`config.mk`:
```
export PLATFORM = sky130hd
export DESIGN_NAME = instr_fetch_ctrl
export DESIGN_NICKNAME = d
export VERILOG_FILES = /design/src/rtl/instr_fetch_ctrl.sv
export SDC_FILE = /design/constraint.sdc
export NUM_CORES = 1
export LEC_CHECK = 0
export CORE_AREA = 2 2 86 88
export DETAILED_ROUTE_END_ITERATION = 16
export DIE_AREA = 0 0 88 90
export PLACE_DENSITY = 0.93
export SETUP_SLACK_MARGIN = 0.15
export SLEW_MARGIN = 20
export SYNTH_ARGS = -nofsm -noshare
export SYNTH_HDL_FRONTEND = slang
export SYNTH_SLANG_ARGS = --single-unit
```
`constraint.sdc`:
```
create_clock -name clk -period 3.6 [get_ports clk]
set_clock_uncertainty 0.1 [all_clocks]
set_input_delay 0.72 -clock clk [delete_from_list [all_inputs] [get_ports clk]]
set_output_delay 0.72 -clock clk [all_outputs]
set_load 0.01 [all_outputs]
```
`src/rtl/instr_fetch_ctrl.sv`:
```
// Instruction memory sequencer: host load channel plus sequential fetch
// with jump redirect, issuing words to the exe engine over valid/ready.
module instr_fetch_ctrl #(
  parameter int DEPTH  = 10,
  parameter int DATA_W = 26,
  parameter int ADDR_W = 4
) (
  input  logic              clk,
  input  logic              reset,
  input  logic              ld_valid,
  output logic              ld_ready,
  input  logic [ADDR_W-1:0] ld_addr,
  input  logic [DATA_W-1:0] ld_data,
  input  logic              start,
  input  logic              halt_req,
  input  logic              jump_valid,
  input  logic [ADDR_W-1:0] jump_addr,
  output logic              instr_valid,
  input  logic              instr_ready,
  output logic [DATA_W-1:0] instr,
  output logic [ADDR_W-1:0] instr_pc,
  output logic [ADDR_W-1:0] mem_pointer,
  output logic              mem_write,
  output logic              mem_read,
  output logic [DATA_W-1:0] mem_wdata,
  input  logic [DATA_W-1:0] mem_rdata,
  output logic              busy,
  output logic              done,
  output logic              err
);

  typedef enum logic [2:0] {
    S_IDLE, S_LOAD, S_FETCH, S_WAIT, S_ISSUE, S_DONE
  } state_t;

  localparam logic [ADDR_W:0] LIMIT = (ADDR_W+1)'(DEPTH);

  state_t state, nxt;

  logic [ADDR_W-1:0] pc;
  logic [ADDR_W-1:0] ld_addr_q;
  logic [DATA_W-1:0] ld_data_q;
  logic              rdy;

  logic            ld_ok;
  logic            go;
  logic            xfer;
  logic            jerr;
  logic            last;
  logic [ADDR_W:0] inc;

  assign ld_ok = ld_valid && ({1'b0, ld_addr} < LIMIT);
  assign go    = start && !ld_valid;
  assign xfer  = (state == S_ISSUE) && instr_ready && !halt_req;
  assign inc   = {1'b0, pc} + 1'b1;
  assign jerr  = jump_valid && ({1'b0, jump_addr} >= LIMIT);
  assign last  = !jump_valid && (inc >= LIMIT);

  always_ff @(posedge clk or posedge reset) begin
    if (reset) state <= S_IDLE;
    else       state <= nxt;
  end

  always_comb begin
    nxt = state;
    unique case (state)
      S_IDLE: begin
        if (ld_valid) nxt = ld_ok ? S_LOAD : S_IDLE;
        else if (start) nxt = S_FETCH;
      end
      S_LOAD:  nxt = S_IDLE;
      S_FETCH: nxt = halt_req ? S_DONE : S_WAIT;
      S_WAIT:  nxt = halt_req ? S_DONE : S_ISSUE;
      S_ISSUE: begin
        if (halt_req) nxt = S_DONE;
        else if (instr_ready)
          nxt = (jerr || last) ? S_DONE : S_FETCH;
      end
      S_DONE:  nxt = S_IDLE;
      default: nxt = S_IDLE;
    endcase
  end

  always_comb begin
    mem_pointer = '0;
    unique case (state)
      S_LOAD:          mem_pointer = ld_addr_q;
      S_FETCH, S_WAIT: mem_pointer = pc;
      default:         mem_pointer = '0;
    endcase
  end

  assign mem_write   = (state == S_LOAD);
  assign mem_read    = (state == S_FETCH);
  assign mem_wdata   = mem_write ? ld_data_q : '0;
  assign instr_valid = (state == S_ISSUE);
  assign busy        = (state != S_IDLE);
  assign done        = (state == S_DONE);
  assign ld_ready    = rdy;

  always_ff @(posedge clk or posedge reset) begin
    if (reset) begin
      pc        <= '0;
      ld_addr_q <= '0;
      ld_data_q <= '0;
      instr     <= '0;
      instr_pc  <= '0;
      err       <= 1'b0;
      rdy       <= 1'b0;
    end else begin
      rdy <= (nxt == S_IDLE);
      if (state == S_IDLE) begin
        if (ld_ok) begin
          ld_addr_q <= ld_addr;
          ld_data_q <= ld_data;
        end
        if (ld_valid && !ld_ok) err <= 1'b1;
        else if (go) begin
          err <= 1'b0;
          pc  <= '0;
        end
      end
      // Read data arrives the cycle after the FETCH strobe.
      if (state == S_WAIT && !halt_req) begin
        instr    <= mem_rdata;
        instr_pc <= pc;
      end
      if (xfer) begin
        if (jerr) err <= 1'b1;
        else if (!last)
          pc <= jump_valid ? jump_addr : inc[ADDR_W-1:0];
      end
    end
  end

endmodule

```
# [Word level (Yosys, flattened, before mapping)]
# Cells that the tools add are included.
[op_classes] addsub=1 order_cmp=3 n_eq_ne=5 muxes=23 reduce_logical=18
[op_table] op="$mux 4" n=7
[op_table] op="$mux 26" n=1
[op_table] op="$mux 3" n=6
[op_table] op="$pmux 3 s4" n=1
[op_table] op="$logic_and 1x1->1" n=8
[op_table] op="$pmux 4 s2" n=1
[op_table] op="$mux 1" n=7
[op_table] op="$eq 3x2->1 const B" n=2
[op_table] op="$eq 3x3->1 const B" n=2
[op_table] op="$logic_not 3->1" n=2
[op_table] op="$add 4x1->5 const B" n=1
[op_table] op="$ge 5x4->1 const B" n=1
[op_table] op="$ge 4x4->1 const B" n=1
[op_table] op="$logic_not 1->1" n=4
[op_table] op="$lt 4x4->1 const B" n=1
[op_table] op="$eq 3x1->1 const B" n=1
[op_table] op="$reduce_bool 3->1" n=1
[op_table] op="$reduce_and 2->1" n=1
[op_table] op="$reduce_or 2->1" n=1
[op_table] op="$logic_or 1x1->1" n=1
[word_totals] register_bits=69 inputBits=67 out_inout_bits=67 word_cells=58

# [Longest topological paths before layout]
# Gate-level depths: netlist (run 1).
[depth] word_depth=9 depth_mapped=6 mapped_depth_nobuf=6

# [Least setup slack after synthesis (run 1)]
# Ideal clock, no wire load.
[synth_path] path_type="register to output" startpoint="reg state[0]" endpoint="out mem_wdata[16]" arrival_time_ps=1377 t_required_ps=2780 slack_ps=1403 path_stages_with_launch=5 cell_sequence="dfrtp_1 -> buf_2 -> nor3b_2 -> clkbuf_1 -> and2_1"
[synth_between] elab_chain_len=2
[synth_lines] item="from (decl)" line="38" text="state_t state, nxt;"
[synth_lines] item="from (signal assigned)" line="61" text="else state <= nxt;"
[synth_lines] item="$eq 3x1->1" line="93" text="assign mem_write = (state == S_LOAD);"
[synth_lines] item="net mem_write" line="23" text="output logic mem_write,"
[synth_lines] item="$mux 26" line="95" text="assign mem_wdata = mem_write ? ld_data_q : '0;"
[synth_lines] item="to (decl)" line="25" text="output logic [DATA_W-1:0] mem_wdata,"
# The timed path passes the listed nets, and every way through them passes these cells.

# [Worst setup path after layout (run 1)]
[layout_path] startpoint="reg state[0]" endpoint="out mem_wdata[1]"
[layout_between] elab_chain_len=2
[layout_lines] item="$eq 3x1->1" line="93"
[layout_lines] item="$mux 26" line="95"
# No other way between the ends.

==> impl_metrics.toml, run 1 <==
[outcome]
status = "completed"

[drt]
wl_mm = 6.90
drt-pass1-iter-count = 4
drtAntennaViolNets = 0
drtIter0Drc = 82
routed_via_density = 4.86
drc = 0
wl_per_cell_um = 14.1
via_count = 2374

[layout]
final_nets = 453
syn2layout_area_growth_pct = 51.6
postLayoutCoreUtil_pct = 67.3
fin_cells = 488
n_antenna_cell = 0
drive_above_1_share_pct = 21.1

[cts]
post_cts_resized = 0
root_buffer = "clkbuf_8"
h-tree-depth = 3
cts_tree = "done"
cts_setup_buffers = 0
cts.sinks = 69
cts_buffers = 9
cts.clk_slew.worst_paths_ns = 0.07
cts_hold_buf = 0
clockBufferDepth = 2
clk_latency_ns = 0.33

[worst_setup_path]
ff2ff_setup_slack_ns = 1.64
worstReg2RegStart = "state[1]"
crit_arrival_ns = 2.10
cp.required_ns = 2.78
critPathCaptureType = "output port"
startpoint_type = "flop"
worstSetupEndpoint = "mem_wdata[1]"
worstPathMaxFanout = 27
critPathLaunch = "state[0]"
rr_worst_depth = 4
timing.rr.end = "instr[18]"
worstSetupPathType = "reg2out"

[floorplan]
core_area_sq_um = 7020
ios = 134
rows = 31
die_area_sq_um = 7920
die_w_um = 88
start_util_pct = 44.4
dieHeight_um = 90

[synth]
async_reset_ff_share_pct = 100
synth_nets = 318
ys_ff_latch = 69
synth.most_common_cell = "dfrtp_1"
syn_area_per_cell_sq_um = 12.5
synth_flop_cell = "dfrtp_1"
netlist_top_cells_count = "dfrtp_1 (69), mux2_2 (58), and2_1 (26), nand2_1 (13), nor2_1 (13)"
ys_top_cells_by_area = "dfrtp_1 (55%), mux2_2 (21%), and2_1 (5.2%)"
synth_top_area_cell = "dfrtp_1"
syn_inst = 249
yosys_warnings = 0
synth_cell_types = 35
synth_area_sq_um = 3120
synth-edff-count = 0
yosysSeqAreaShare_pct = 55.4
netlist.area_leader.share_pct = 55.4

[global_route]
grt_first_pass_wirelength_mm = 11.1
grt_pass1_vias = 2436
grt_antenna_before_repair = 0
grt_max_degree = 37
grt_usage_pct = 17.6
grt_overflow_total = 0

[pwr]
p_leak_nw = 1.99
fin_total_pwr_mw = 3.51
power_density_nw_per_um2 = 744
max-vdd-ir-drop_uv = 347

[place]
io_buffers = 133
gp_congestion = 0.875
post-place-cells = 472
dp.final_hpwl_mm = 5.08

[sta]
clock.fmax_mhz = 342
tightest_slew_ns = 0.758
hold-worst-slack_ns = 0.396
drv_slew = 0
finalHoldViolCount = 0
finalSetupTns_ns = 0
finalCritPeriodShare_pct = 81.1
period_minus_slack_ns = 2.92
grt_setup_unrepaired = "no"
setup_viol = 0
slew-limit-headroom_pct = 49.4

[job]
drv_cap = 0

[min_path]
hold_class = "reg2reg"
==> sequential cells by signal (all words and copies together), names as in the netlist <==
| name | count |
|---|---|
| pc | 4 |
| instr_pc | 4 |
| instr | 26 |
| state | 3 |
| ld_ready | 1 |
| ld_addr_q | 4 |
| ld_data_q | 26 |
| err | 1 |
==> worst min-delay path by stage <==
stage | start | to | slack, ns | cells past startpoint
finish | ld_data_q[5] | ld_data_q[5] | 0.40 | 1
global route | ld_data_q[0] | ld_data_q[0] | 0.42 | 1
CTS | ld_data_q[5] | ld_data_q[5] | 0.40 | 1
detailed placement | ld_data_q[5] | ld_data_q[5] | 0.38 | 1
global placement | ld_data_q[14] | ld_data_q[14] | 0.38 | 1
floorplan | ld_data_q[4] | ld_data_q[4] | 0.36 | 1
==> kinds of logic after synthesis <==
group / Yosys count / share of synthesized area (%)
fa+ha+maj: 2 / 0.803
compound gates: 26 / 5.38
buf+inv: 17 / 2.53
simple gates: 73 / 13.6
xor+xnor: 1 / 0.281
mux: 61 / 22.0
flops: 69 / 55.4
==> per-stage QoR <==
step	worst slack [ns]	area, sq um
6_report	0.680	4720
5_1_grt	0.563	4720
4_1_cts	0.660	4720
3_5_place_dp	0.950	4550
3_3_place_gp	1.01	4550
2_1_floorplan	1.04	3120
==> power by group <==
part           switching, mW  internal, mW  leakage (nW)
logic                  0.590         0.990          1.06
clock network          0.267         0.288        0.0877
registers              0.230          1.15         0.850
==> metal layers <==
| layer | part of all wire [%] | global-route usage (%) | vias to the layer above |
|---|---|---|---|
| met5 | 0 | 0 | - |
| met4 | 0.74 | 5.77 | 0 |
| met3 | 8.3 | 5.05 | 4 |
| met2 | 47 | 28.2 | 99 |
| met1 | 44 | 22.8 | 1146 |
| li1 | - | - | 1125 |
==> layout make-up <==
class	instances	area (sq um)
flip-flops and latches	69	1730
multi-input cells	163	1310
repair buffers	137	1370
inverters	4	15.0
fillers	515	2300
clock inverters	1	5.00
well taps	99	124
clock buffers	15	166
==> cells in the final DEF (no fill, tap or decap), types with 2 or more instances in the layout <==
cell	n
clkdlybuf4s50_1	133
dfrtp_1	69
mux2_2	58
and2_1	26
nor2_1	13
nand2_1	13
clkbuf_8	11
o21ai_0	10
a21oi_1	8
nand2b_1	4
clkbuf_1	4
nor2b_1	3
inv_1	3
buf_4	3
nand3_1	2
mux2_1	2
nor3b_1	2
nand4b_1	2
ha_1	2
==> worst max-delay path, stage by stage (launching register included) <==
cell and delay [ns]:
dfrtp_1 0.56, nor3b_2 0.23, buf_4 0.26, and2_1 0.16, clkdlybuf4s50_1 0.55
(Power assumes the default switching activity.)
==> inputs of run 2 (changes only) <==
Settings changed: CORE_AREA 2 2 86 88 to 2 2 90 92, DIE_AREA 0 0 88 90 to 0 0 92 94, PLACE_DENSITY 0.93 to 0.87.
Clock period 3.6 ns to 2.8 ns, I/O delays scaled along.
==> impl_metrics.toml, run 2 (synthesis gave the netlist of run 1 again) <==
[pwr]
fin_total_pwr_mw = 4.80
max-vdd-ir-drop_uv = 484
power_frac_comb_pct = 44.8
power_switching_share_pct = 30.1
p_leak_nw = 2.05
seqPwrFrac_pct = 36.5
p_switching_mw = 1.44
pwr-share-clk_pct = 18.7
intPower_mw = 3.35
power_density_nw_per_um2 = 988

[global_route]
grt_first_pass_wirelength_mm = 11.8
grt_overflow_total = 0
grt_max_degree = 36
grt_pass1_vias = 2433
grt_antenna_before_repair = 0
grt_usage_pct = 17.2

[outcome]
status = "completed"

[job]
drv_cap = 0

[layout]
fin_cells = 497
layout_commonest_cell = "clkdlybuf4s50_1"
layout_common_cells = "clkdlybuf4s50_1 (133), dfrtp_1 (67), mux2_2 (58), and2_1 (26)"
final_nets = 459
drive_above_1_share_pct = 23.5
postLayoutCoreUtil_pct = 63.8
n_antenna_cell = 0
top_regs = "instr (26), ld_data_q (26)"
syn2layout_area_growth_pct = 55.8

[floorplan]
start_util_pct = 41.0
dieHeight_um = 94
die_area_sq_um = 8650
ios = 134
rows = 32
core_area_sq_um = 7610
die_w_um = 92

[worst_setup_path]
crit_arrival_ns = 1.94
critPathCaptureType = "output port"
worstSetupPathType = "reg2out"
startpoint_type = "flop"
worstPathMaxFanout = 13
cp.required_ns = 2.14

[cts]
root_buffer = "clkbuf_8"
cts_buffers = 9
h-tree-depth = 3
cts.clk_slew.worst_paths_ns = 0.08
cts_tree = "done"
cts.sinks = 69
clk_latency_ns = 0.33
cts_hold_buf = 0
clockBufferDepth = 2

[place]
dp.final_hpwl_mm = 5.30
pre_cts_ws_ns = 0.326
post-place-cells = 477
io_buffers = 133
gp_congestion = 0.828

[sta]
tightest_slew_ns = 0.672
slew-limit-headroom_pct = 55.2
clock.fmax_mhz = 384
fin_ws_ns = 0.198
finalSetupTns_ns = 0
finalCritPeriodShare_pct = 92.9
finalHoldViolCount = 0
grt_setup_unrepaired = "yes"
drv_slew = 0
setup_viol = 0
period_minus_slack_ns = 2.60

[drt]
routed_via_density = 4.81
drtIter0Drc = 105
drtAntennaViolNets = 0
drt-pass1-iter-count = 4
via_count = 2392
drc = 0
wl_per_cell_um = 14.8
wl_mm = 7.38

[min_path]
hold_class = "reg2reg"
[run 2: changes by cell type in the layout (fill, tap and decap cells not counted)]
cell and delta:
buf_4 +3, clkbuf_1 -3, buf_6 +2, bufinv_16 +2, dfrtp_1 -2, dfrtp_2 +2, buf_12 +1, clkinv_2 +1
nor3b_2 -1, nor3b_4 +1
[run 2: per-layer routing]
metal	track usage [%]	vias up	wire length, um
li1	-	1140	-
met1	23.1	1148	3190
met2	27.6	98	3620
met3	4.33	6	517
met4	5.22	0	49
met5	0	-	0
[run 2: power groups by stage]
stage | Sequential, mW | Clock (mW) | Combinational, mW
floorplan | 1.80 | 0 | 0.967
global placement | 1.76 | 0 | 2.04
detailed placement | 1.78 | 0 | 2.08
CTS | 1.77 | 0.927 | 2.10
global route | 1.81 | 0.974 | 2.32
finish | 1.75 | 0.899 | 2.15
[run 2: final timing paths]
path / start / endpoint / slack [ns] / cells after the start
worst max-delay path: state[2] / mem_wdata[21] / 0.20 / 4
worst min-delay path: ld_data_q[4] / ld_data_q[4] / 0.39 / 1
worst max register to register: state[2] / ld_data_q[4] / 0.87 / 5
worst min register to register: ld_data_q[4] / ld_data_q[4] / 0.39 / 1
max in group asynchronous: reset / instr[23] / 1.41 / 3
min in group asynchronous: reset / instr[2] / 0.55 / 2
[run 2: what timing repair did]
action	CTS	global route
gates cloned	0	2
setup buffers	0	2
pin swaps	0	1
resized for setup	3	6
setup endpoints to repair	27	26
[run 2: metrics by stage]
step | instance area (sq um) | hold slack, ns
after floorplan | 3120 | 0.356
after global placement | 4580 | 0.368
after detailed placement | 4580 | 0.382
after CTS | 4810 | 0.399
after global routing | 4850 | 0.411
final | 4850 | 0.394
[run 2: cell type report]
type	instances	area, sq um
timing repair buffer	143	1440
clock inverter	4	70.1
inverter	4	15.0
multi-input combinational	163	1320
fill	588	2750
tap	102	128
clock buffer	12	155
sequential	69	1730
[run 2: critical path: stages, from the launching register on]
cell and delay (ns):
dfrtp_2 0.45, nor3b_4 0.28, buf_6 0.20, and2_1 0.14, clkdlybuf4s50_1 0.53
